$ cat src/rtl/decode_pipe_stage_pkg.sv
// decode_pipe_stage_pkg: shared opcode constants, control-bundle layout and ALU-op encodings
// for the decode stage.
//   OP_*        6-bit primary opcodes that the stage decodes
//   CTRL_*      bit positions inside the 9-bit control bundle
//   aluop_e     AluOp encodings: add, sub, funct-driven, logical-immediate
//   CTRL_<kind> complete control bundles for each decoded instruction class
package decode_pipe_stage_pkg;

    localparam logic [5:0] OP_RTYPE = 6'h00;
    localparam logic [5:0] OP_LW    = 6'h23;
    localparam logic [5:0] OP_SW    = 6'h2B;
    localparam logic [5:0] OP_BEQ   = 6'h04;
    localparam logic [5:0] OP_ADDI  = 6'h08;
    localparam logic [5:0] OP_ANDI  = 6'h0C;
    localparam logic [5:0] OP_ORI   = 6'h0D;

    localparam int CTRL_W        = 9;
    localparam int CTRL_REGDST   = 8;
    localparam int CTRL_ALUSRC   = 7;
    localparam int CTRL_MEMTOREG = 6;
    localparam int CTRL_REGWRITE = 5;
    localparam int CTRL_MEMREAD  = 4;
    localparam int CTRL_MEMWRITE = 3;
    localparam int CTRL_BRANCH   = 2;
    localparam int CTRL_ALUOP_LSB = 0;

    typedef logic [CTRL_W-1:0] ctrl_t;

    typedef enum logic [1:0] {
        ALU_ADD   = 2'b00,
        ALU_SUB   = 2'b01,
        ALU_FUNCT = 2'b10,
        ALU_LOGIC = 2'b11
    } aluop_e;

    function automatic ctrl_t mk_ctrl(input logic regdst, input logic alusrc, input logic memtoreg,
                                      input logic regwrite, input logic memread, input logic memwrite,
                                      input logic branch, input aluop_e aluop);
        return {regdst, alusrc, memtoreg, regwrite, memread, memwrite, branch, aluop};
    endfunction

    localparam ctrl_t CTRL_R    = mk_ctrl(1'b1, 1'b0, 1'b0, 1'b1, 1'b0, 1'b0, 1'b0, ALU_FUNCT);
    localparam ctrl_t CTRL_LW   = mk_ctrl(1'b0, 1'b1, 1'b1, 1'b1, 1'b1, 1'b0, 1'b0, ALU_ADD);
    localparam ctrl_t CTRL_SW   = mk_ctrl(1'b0, 1'b1, 1'b0, 1'b0, 1'b0, 1'b1, 1'b0, ALU_ADD);
    localparam ctrl_t CTRL_BEQ  = mk_ctrl(1'b0, 1'b0, 1'b0, 1'b0, 1'b0, 1'b0, 1'b1, ALU_SUB);
    localparam ctrl_t CTRL_ADDI = mk_ctrl(1'b0, 1'b1, 1'b0, 1'b1, 1'b0, 1'b0, 1'b0, ALU_ADD);
    localparam ctrl_t CTRL_LOGI = mk_ctrl(1'b0, 1'b1, 1'b0, 1'b1, 1'b0, 1'b0, 1'b0, ALU_LOGIC);

endpackage

$ cat src/rtl/decode_pipe_stage_if.sv
// decode_pipe_stage_if: fetch-side handshake, write-back port and ID/EX slot of the decode stage.
//   in_valid/in_ready/in_instr   instruction handshake from fetch
//   flush                        discard slot and incoming instruction
//   wb_en/wb_addr/wb_data        register write-back
//   out_valid/out_ready          ID/EX slot handshake towards execute
//   out_ctrl..out_illegal        decoded slot contents
//   modport slave  = decode stage, modport master = surrounding pipeline
interface decode_pipe_stage_if #(
    parameter int DATA_W = 32,
    parameter int RA_W   = 5
);
    import decode_pipe_stage_pkg::*;

    logic              in_valid;
    logic              in_ready;
    logic [31:0]       in_instr;
    logic              flush;
    logic              wb_en;
    logic [RA_W-1:0]   wb_addr;
    logic [DATA_W-1:0] wb_data;
    logic              out_valid;
    logic              out_ready;
    ctrl_t             out_ctrl;
    logic [DATA_W-1:0] out_rs_data;
    logic [DATA_W-1:0] out_rt_data;
    logic [DATA_W-1:0] out_imm;
    logic [RA_W-1:0]   out_rt;
    logic [RA_W-1:0]   out_rd;
    logic [4:0]        out_shamt;
    logic [5:0]        out_funct;
    logic              out_illegal;

    modport slave (
        input  in_valid, in_instr, flush, wb_en, wb_addr, wb_data, out_ready,
        output in_ready, out_valid, out_ctrl, out_rs_data, out_rt_data, out_imm,
               out_rt, out_rd, out_shamt, out_funct, out_illegal
    );

    modport master (
        output in_valid, in_instr, flush, wb_en, wb_addr, wb_data, out_ready,
        input  in_ready, out_valid, out_ctrl, out_rs_data, out_rt_data, out_imm,
               out_rt, out_rd, out_shamt, out_funct, out_illegal
    );

endinterface

$ cat src/rtl/decode_pipe_stage_regfile.sv
// decode_regfile: REG_CNT x DATA_W register file, two async reads with write-first bypass.
//   Clk, Rst_n   clock, asynchronous active-low clear of all registers
//   we/wa/wd     synchronous write port (writes to register 0 are dropped)
//   ra0/rd0      read port 0, ra1/rd1 read port 1
module decode_regfile #(
    parameter int DATA_W  = 32,
    parameter int REG_CNT = 32,
    parameter int RA_W    = $clog2(REG_CNT)
) (
    input  logic              Clk,
    input  logic              Rst_n,
    input  logic              we,
    input  logic [RA_W-1:0]   wa,
    input  logic [DATA_W-1:0] wd,
    input  logic [RA_W-1:0]   ra0,
    input  logic [RA_W-1:0]   ra1,
    output logic [DATA_W-1:0] rd0,
    output logic [DATA_W-1:0] rd1
);

    logic [DATA_W-1:0] regs [REG_CNT];

    always_ff @(posedge Clk or negedge Rst_n) begin
        if (!Rst_n) begin
            for (int i = 0; i < REG_CNT; i++) regs[i] <= '0;
        end else if (we && wa != '0) begin
            regs[wa] <= wd;
        end
    end

    // A write landing this cycle is forwarded so a same-cycle decode sees the new value.
    assign rd0 = (ra0 == '0) ? '0 : (we && wa == ra0) ? wd : regs[ra0];
    assign rd1 = (ra1 == '0) ? '0 : (we && wa == ra1) ? wd : regs[ra1];

endmodule

$ cat src/rtl/decode_pipe_stage.sv
// decode_pipe_stage: MIPS instruction-decode stage with registered ID/EX slot.
//   Clk, Rst_n   clock, asynchronous active-low reset
//   bus (slave)  fetch handshake, flush, write-back port and ID/EX slot outputs
// Decodes the 9-bit control bundle, extends the immediate, reads operands with
// write-back bypass, and stalls one cycle on a load-use dependency.
module decode_pipe_stage
    import decode_pipe_stage_pkg::*;
#(
    parameter int DATA_W     = 32,
    parameter int REG_CNT    = 32,
    parameter int LOGIC_ZEXT = 1
) (
    input  logic                Clk,
    input  logic                Rst_n,
    decode_pipe_stage_if.slave  bus
);

    localparam int RA_W = $clog2(REG_CNT);

    logic [5:0]        op;
    logic [RA_W-1:0]   rs_a;
    logic [RA_W-1:0]   rt_a;
    logic [RA_W-1:0]   rd_a;
    logic [DATA_W-1:0] rs_d;
    logic [DATA_W-1:0] rt_d;
    logic [DATA_W-1:0] imm_ext;
    ctrl_t             dec_ctrl;
    logic              dec_illegal;
    logic              zext;
    logic              hazard;
    logic              ready;
    logic              accept;

    logic              valid_q;
    ctrl_t             ctrl_q;
    logic [DATA_W-1:0] rs_q;
    logic [DATA_W-1:0] rt_q;
    logic [DATA_W-1:0] imm_q;
    logic [RA_W-1:0]   rtn_q;
    logic [RA_W-1:0]   rdn_q;
    logic [4:0]        shamt_q;
    logic [5:0]        funct_q;
    logic              ill_q;

    assign op   = bus.in_instr[31:26];
    assign rs_a = RA_W'(bus.in_instr[25:21]);
    assign rt_a = RA_W'(bus.in_instr[20:16]);
    assign rd_a = RA_W'(bus.in_instr[15:11]);

    decode_regfile #(
        .DATA_W  (DATA_W),
        .REG_CNT (REG_CNT),
        .RA_W    (RA_W)
    ) u_rf (
        .Clk   (Clk),
        .Rst_n (Rst_n),
        .we    (bus.wb_en),
        .wa    (bus.wb_addr),
        .wd    (bus.wb_data),
        .ra0   (rs_a),
        .ra1   (rt_a),
        .rd0   (rs_d),
        .rd1   (rt_d)
    );

    always_comb begin
        dec_ctrl    = op == OP_RTYPE ? CTRL_R :
                      op == OP_LW    ? CTRL_LW :
                      op == OP_SW    ? CTRL_SW :
                      op == OP_BEQ   ? CTRL_BEQ :
                      op == OP_ADDI  ? CTRL_ADDI :
                      (op == OP_ANDI || op == OP_ORI) ? CTRL_LOGI : '0;
        dec_illegal = !(op inside {OP_RTYPE, OP_LW, OP_SW, OP_BEQ, OP_ADDI, OP_ANDI, OP_ORI});
        zext        = LOGIC_ZEXT != 0 && (op == OP_ANDI || op == OP_ORI);
        imm_ext     = zext ? DATA_W'(bus.in_instr[15:0]) : DATA_W'($signed(bus.in_instr[15:0]));
    end

    // A load in the slot whose target feeds the incoming instruction must drain first.
    assign hazard = valid_q && ctrl_q[CTRL_MEMREAD] && rtn_q != '0 && (rtn_q == rs_a || rtn_q == rt_a);
    assign ready  = (!valid_q || bus.out_ready) && !hazard && !bus.flush;
    assign accept = bus.in_valid && ready;

    // Whenever the slot empties (flush, bubble or drain) ctrl is cleared so no
    // write or memory strobe can leak out of an invalid slot.
    always_ff @(posedge Clk or negedge Rst_n) begin
        if (!Rst_n) begin
            valid_q <= 1'b0;
            ctrl_q  <= '0;
            rs_q    <= '0;
            rt_q    <= '0;
            imm_q   <= '0;
            rtn_q   <= '0;
            rdn_q   <= '0;
            shamt_q <= '0;
            funct_q <= '0;
            ill_q   <= 1'b0;
        end else if (accept) begin
            valid_q <= 1'b1;
            ctrl_q  <= dec_ctrl;
            rs_q    <= rs_d;
            rt_q    <= rt_d;
            imm_q   <= imm_ext;
            rtn_q   <= rt_a;
            rdn_q   <= rd_a;
            shamt_q <= bus.in_instr[10:6];
            funct_q <= bus.in_instr[5:0];
            ill_q   <= dec_illegal;
        end else if (bus.flush || bus.out_ready) begin
            valid_q <= 1'b0;
            ctrl_q  <= '0;
            ill_q   <= 1'b0;
        end
    end

    assign bus.in_ready    = ready;
    assign bus.out_valid   = valid_q;
    assign bus.out_ctrl    = ctrl_q;
    assign bus.out_rs_data = rs_q;
    assign bus.out_rt_data = rt_q;
    assign bus.out_imm     = imm_q;
    assign bus.out_rt      = rtn_q;
    assign bus.out_rd      = rdn_q;
    assign bus.out_shamt   = shamt_q;
    assign bus.out_funct   = funct_q;
    assign bus.out_illegal = ill_q;

endmodule

$ cat src/flat_wrapper.sv
// flat-port wrapper written by rule: the top's interface ports become plain ports
module decode_pipe_stage_flat import decode_pipe_stage_pkg::*;
#(
    parameter int DATA_W     = 32,
    parameter int REG_CNT    = 32,
    parameter int LOGIC_ZEXT = 1
)
  (Clk, Rst_n, bus_in_valid, bus_in_instr, bus_flush, bus_wb_en, bus_wb_addr, bus_wb_data, bus_out_ready, bus_in_ready, bus_out_valid, bus_out_ctrl, bus_out_rs_data, bus_out_rt_data, bus_out_imm, bus_out_rt, bus_out_rd, bus_out_shamt, bus_out_funct, bus_out_illegal);
  decode_pipe_stage_if #(.DATA_W(DATA_W), .RA_W(5)) bus_i ();
  input  logic Clk;
  input  logic Rst_n;
  input wire logic [$bits(bus_i.in_valid)-1:0] bus_in_valid;
  input wire logic [$bits(bus_i.in_instr)-1:0] bus_in_instr;
  input wire logic [$bits(bus_i.flush)-1:0] bus_flush;
  input wire logic [$bits(bus_i.wb_en)-1:0] bus_wb_en;
  input wire logic [$bits(bus_i.wb_addr)-1:0] bus_wb_addr;
  input wire logic [$bits(bus_i.wb_data)-1:0] bus_wb_data;
  input wire logic [$bits(bus_i.out_ready)-1:0] bus_out_ready;
  output wire logic [$bits(bus_i.in_ready)-1:0] bus_in_ready;
  output wire logic [$bits(bus_i.out_valid)-1:0] bus_out_valid;
  output wire logic [$bits(bus_i.out_ctrl)-1:0] bus_out_ctrl;
  output wire logic [$bits(bus_i.out_rs_data)-1:0] bus_out_rs_data;
  output wire logic [$bits(bus_i.out_rt_data)-1:0] bus_out_rt_data;
  output wire logic [$bits(bus_i.out_imm)-1:0] bus_out_imm;
  output wire logic [$bits(bus_i.out_rt)-1:0] bus_out_rt;
  output wire logic [$bits(bus_i.out_rd)-1:0] bus_out_rd;
  output wire logic [$bits(bus_i.out_shamt)-1:0] bus_out_shamt;
  output wire logic [$bits(bus_i.out_funct)-1:0] bus_out_funct;
  output wire logic [$bits(bus_i.out_illegal)-1:0] bus_out_illegal;
  assign bus_i.in_valid = bus_in_valid;
  assign bus_i.in_instr = bus_in_instr;
  assign bus_i.flush = bus_flush;
  assign bus_i.wb_en = bus_wb_en;
  assign bus_i.wb_addr = bus_wb_addr;
  assign bus_i.wb_data = bus_wb_data;
  assign bus_i.out_ready = bus_out_ready;
  assign bus_in_ready = bus_i.in_ready;
  assign bus_out_valid = bus_i.out_valid;
  assign bus_out_ctrl = bus_i.out_ctrl;
  assign bus_out_rs_data = bus_i.out_rs_data;
  assign bus_out_rt_data = bus_i.out_rt_data;
  assign bus_out_imm = bus_i.out_imm;
  assign bus_out_rt = bus_i.out_rt;
  assign bus_out_rd = bus_i.out_rd;
  assign bus_out_shamt = bus_i.out_shamt;
  assign bus_out_funct = bus_i.out_funct;
  assign bus_out_illegal = bus_i.out_illegal;
  decode_pipe_stage #(.DATA_W(DATA_W), .REG_CNT(REG_CNT), .LOGIC_ZEXT(LOGIC_ZEXT)) u_core (.Clk(Clk), .Rst_n(Rst_n), .bus(bus_i));
endmodule
$ cat config.mk
export PLATFORM = sky130hd
export DESIGN_NAME = decode_pipe_stage_flat
export DESIGN_NICKNAME = d
export VERILOG_FILES = /design/src/rtl/decode_pipe_stage_pkg.sv /design/src/rtl/decode_pipe_stage_if.sv /design/src/rtl/decode_pipe_stage_regfile.sv /design/src/rtl/decode_pipe_stage.sv /design/src/flat_wrapper.sv
export SDC_FILE = /design/constraint.sdc
export NUM_CORES = 2
export LEC_CHECK = 0
export ABC_AREA = 1
export CAP_MARGIN = 20
export CELL_PAD_IN_SITES_DETAIL_PLACEMENT = 1
export CELL_PAD_IN_SITES_GLOBAL_PLACEMENT = 2
export CORE_MARGIN = 3
export CORE_UTILIZATION = 32
export DETAILED_ROUTE_END_ITERATION = 16
export GPL_ROUTABILITY_DRIVEN = 0
export PLACE_DENSITY_LB_ADDON = 0.1
export SYNTH_ARGS = -nofsm -noshare
export SYNTH_HDL_FRONTEND = slang
export SYNTH_SLANG_ARGS = --single-unit
$ cat constraint.sdc
create_clock -name Clk -period 1.64 [get_ports Clk]
set_input_delay 0.164 -clock Clk [delete_from_list [all_inputs] [get_ports Clk]]
set_output_delay 0.164 -clock Clk [all_outputs]
set_load 0.02 [all_outputs]
==> impl_metrics.json <==
{
  "worst_ep_required_time_ns": 1.48,
  "critPathCaptureType": "output port",
  "routed_via_density": 5.32,
  "grt-ovfl-total": 0,
  "cp-start-kind": "flip-flop",
  "design_area_um2": 80900,
  "grt_pass1_wl_mm": 485,
  "finalWorstSetupSlack_ns": -0.662,
  "core_area_um2": 196000,
  "first_pass_iters": 5,
  "yosysTopAreaCell": "dfrtp_1",
  "place_area_um2": 74800,
  "antenna_found_initial": 13,
  "worst-setup-path-type": "flip-flop to output port",
  "cts_sinks": 1120,
  "cts_made_buffers": 148,
  "cts_tree": "done",
  "clockPowerShare_pct": 36.5,
  "clockBufferDepth": 3,
  "p_sw_share_pct": 33.7,
  "intPower_w": 0.0614,
  "syn_avg_cell_area_um2": 6.66,
  "dieArea_um2": 203000,
  "status": "complete, but fails checks",
  "arrival_ns": 2.14,
  "power_density_nw_per_um2": 1150,
  "start_util_pct": 32.3,
  "p_switching_w": 0.0312,
  "drt_wl_total_mm": 333,
  "cts.clk_slew.worst_paths_ns": 0.06,
  "cp_max_fo": 5,
  "drive_gt1_share_pct": 13.4,
  "setup_viol": 138,
  "clock_skew_ns": 0.0255,
  "slew_headroom_pct": 42.3,
  "fin_crit_sh_pct": 140,
  "worstMarginPinSlew_ns": 0.865,
  "synth_flop_cell": "dfrtp_1",
  "clk_latency_ns": 0.81,
  "drtAntennaViolNets": 0,
  "synth_area_leaders": "dfrtp_1 (44%), nand2_1 (23%), o21ai_0 (9.0%), nand3_1 (8.6%), inv_1 (4.0%)",
  "tns_ns": -52.74,
  "p_leak_nw": 39.5,
  "timing.hold.ws_ns": 0.0522,
  "drtIter0Drc": 5751,
  "grt_max_degree": 70,
  "max_freq_ghz": 0.434,
  "finalCriticalPeriod_ns": 2.30,
  "async_flop_share_pct": 100,
  "power_frac_comb_pct": 23.8,
  "synth_most_common_cell": "nand2_1",
  "yosysWarnings": 0,
  "hold_class": "input pin to flip-flop",
  "dp_hpwl_mm": 228,
  "die_w_um": 450,
  "route.detailed.drc": 0,
  "final_core_util_pct": 41.4,
  "syn_to_final_growth_pct": 28.0,
  "dr_total_vias": 67214,
  "hold_viol_final": 0,
  "violations": "negative setup slack",
  "top_level_ports": 204,
  "maxCapViolations": 0,
  "fin_cells": 12631,
  "io_buffers": 203,
  "fp-row-count": 162,
  "ys_top_cells_by_count": "nand2_1 (3843), o21ai_0 (1134), dfrtp_1 (1120)",
  "rr_worst_depth": 13,
  "fin_nets": 9965,
  "synth_seq_cells": 1120,
  "grt_pass1_vias": 68175,
  "synthesis.area_um2": 63200,
  "fillers": 24253,
  "grt_setup_unrepaired": "true",
  "dp.cells": 12293,
  "slew_viol_final": 0,
  "synth_cells": 9483,
  "wl_per_cell_um": 26.4,
  "die-height_um": 450,
  "grtUsageTotal_pct": 32.4,
  "holdPathStages": 3,
  "netlist.area_leader.share_pct": 44.4,
  "synth_nets": 9558,
  "vdd_drop_max_mv": 0.892,
  "root_buffer": "clkbuf_16",
  "synth-edff-count": 0,
  "p_seq_share_pct": 39.7,
  "synth_cell_types": 29,
  "yosysSeqAreaShare_pct": 44.4,
  "ctsHtreeMaxLevel": 4
}
[worst max-delay path, cell delays in order (launching register included)]
cell	delay (ns)
dfrtp_2	0.45
nor3_4	0.21
nand3_2	0.09
buf_6	0.15
nand3_2	0.06
inv_2	0.05
a21boi_4	0.17
buf_6	0.14
[final cells by class]
class | count | area (µm²) | area share, %
antenna | 4 | 10.0 | 0.0124
clock buffer | 217 | 4410 | 5.45
clock inverter | 46 | 553 | 0.684
inverter | 674 | 2570 | 3.17
multi-input combinational | 6886 | 29700 | 36.7
sequential | 1120 | 28100 | 34.7
tap | 2624 | 3280 | 4.06
timing repair buffer | 1060 | 12300 | 15.2
[placed cells by master (no fill, tap or decap), types with 6 or more instances in the layout]
cell / instances
inv_6: 12
o211ai_1: 65
o21ai_1: 32
buf_16: 7
buf_8: 13
nand2_1: 3815
o22ai_1: 6
bufinv_16: 10
clkinv_2: 20
nand2_4: 25
buf_12: 281
clkbuf_1: 28
dfrtp_2: 42
buf_4: 525
nor3_1: 8
clkbuf_16: 152
buf_6: 101
o21ai_0: 1129
inv_1: 661
inv_2: 6
nand2_2: 7
nor2_1: 530
clkbuf_8: 38
nand4_1: 65
dfrtp_1: 1078
buf_2: 47
nand3_1: 1076
a21oi_1: 82
dlygate4sd3_1: 19
clkdlybuf4s50_1: 63
nor2_4: 15
[power groups by stage]
stage	Combinational, W	Sequential (W)	Clock [W]
global placement	0.0208	0.0368	0
global route	0.0247	0.0374	0.0357
floorplan	0.0118	0.0362	0
finish	0.0221	0.0368	0.0338
CTS	0.0220	0.0366	0.0345
detailed placement	0.0214	0.0370	0
[logic make-up after synthesis]
group	Yosys count	synth area share [%]
compound gates	1324	10.8
xor+xnor	3	0.0416
buf+inv	1477	9.27
flops	1120	44.4
simple gates	5559	35.6
[what timing repair did]
action | 4_1_cts | 5_1_grt
setup buffers | 35 | 8
resized for setup | 758 | 22
endpoints found under the hold margin | 1138 | 0
gates cloned | 10 | 1
hold buffers | 20 | 0
setup endpoints to repair | 224 | 216
pin swaps | 6 | 7
[metal layers]
layer | vias up | track usage [%] | part of all wire, %
met3 | 514 | 4.87 | 5.7
met2 | 1994 | 51.8 | 45
met1 | 33942 | 44.3 | 45
met5 | - | 0 | 0.0081
met4 | 4 | 11.7 | 4.0
li1 | 30760 | - | -
[state kept, by name, summed over array words and instances (netlist names)]
register                count
u_core.u_rf.regs         1024
u_core.bus.out_rs_data     32
u_core.bus.out_rt_data     32
u_core.bus.out_ctrl         8
u_core.bus.out_funct        5
u_core.bus.out_rt           5
u_core.bus.out_imm          4
u_core.bus.out_rd           4
u_core.bus.out_shamt        4
u_core.bus.out_illegal      1
u_core.bus.out_valid        1
[final timing paths]
check,start,to,slack (ns)
worst max-delay path,u_core.bus.out_rt[4]$_DFFE_PN0P_,bus_in_ready,-0.66
min in group asynchronous,Rst_n,u_core.u_rf.regs[941]$_DFFE_PN0P_,0.13
worst max register to register,u_core.bus.out_rt[4]$_DFFE_PN0P_,u_core.bus.out_rs_data[5]$_DFFE_PN0P_,-0.58
max in group asynchronous,Rst_n,u_core.bus.out_rt_data[28]$_DFFE_PN0P_,0.86
worst min-delay path,bus_in_instr[15],u_core.bus.out_imm[15]$_DFFE_PN0P_,0.05
worst min register to register,u_core.u_rf.regs[1017]$_DFFE_PN0P_,u_core.u_rf.regs[1017]$_DFFE_PN0P_,0.40
[metrics by stage]
step	setup slack [ns]	total power, W
after floorplan	0.00535	0.0480
after global placement	-0.793	0.0576
final	-0.662	0.0927
after detailed placement	-0.827	0.0584
after CTS	-0.705	0.0931
after global routing	-0.711	0.0978
No activity file was read; power rests on OpenSTA's default activity.
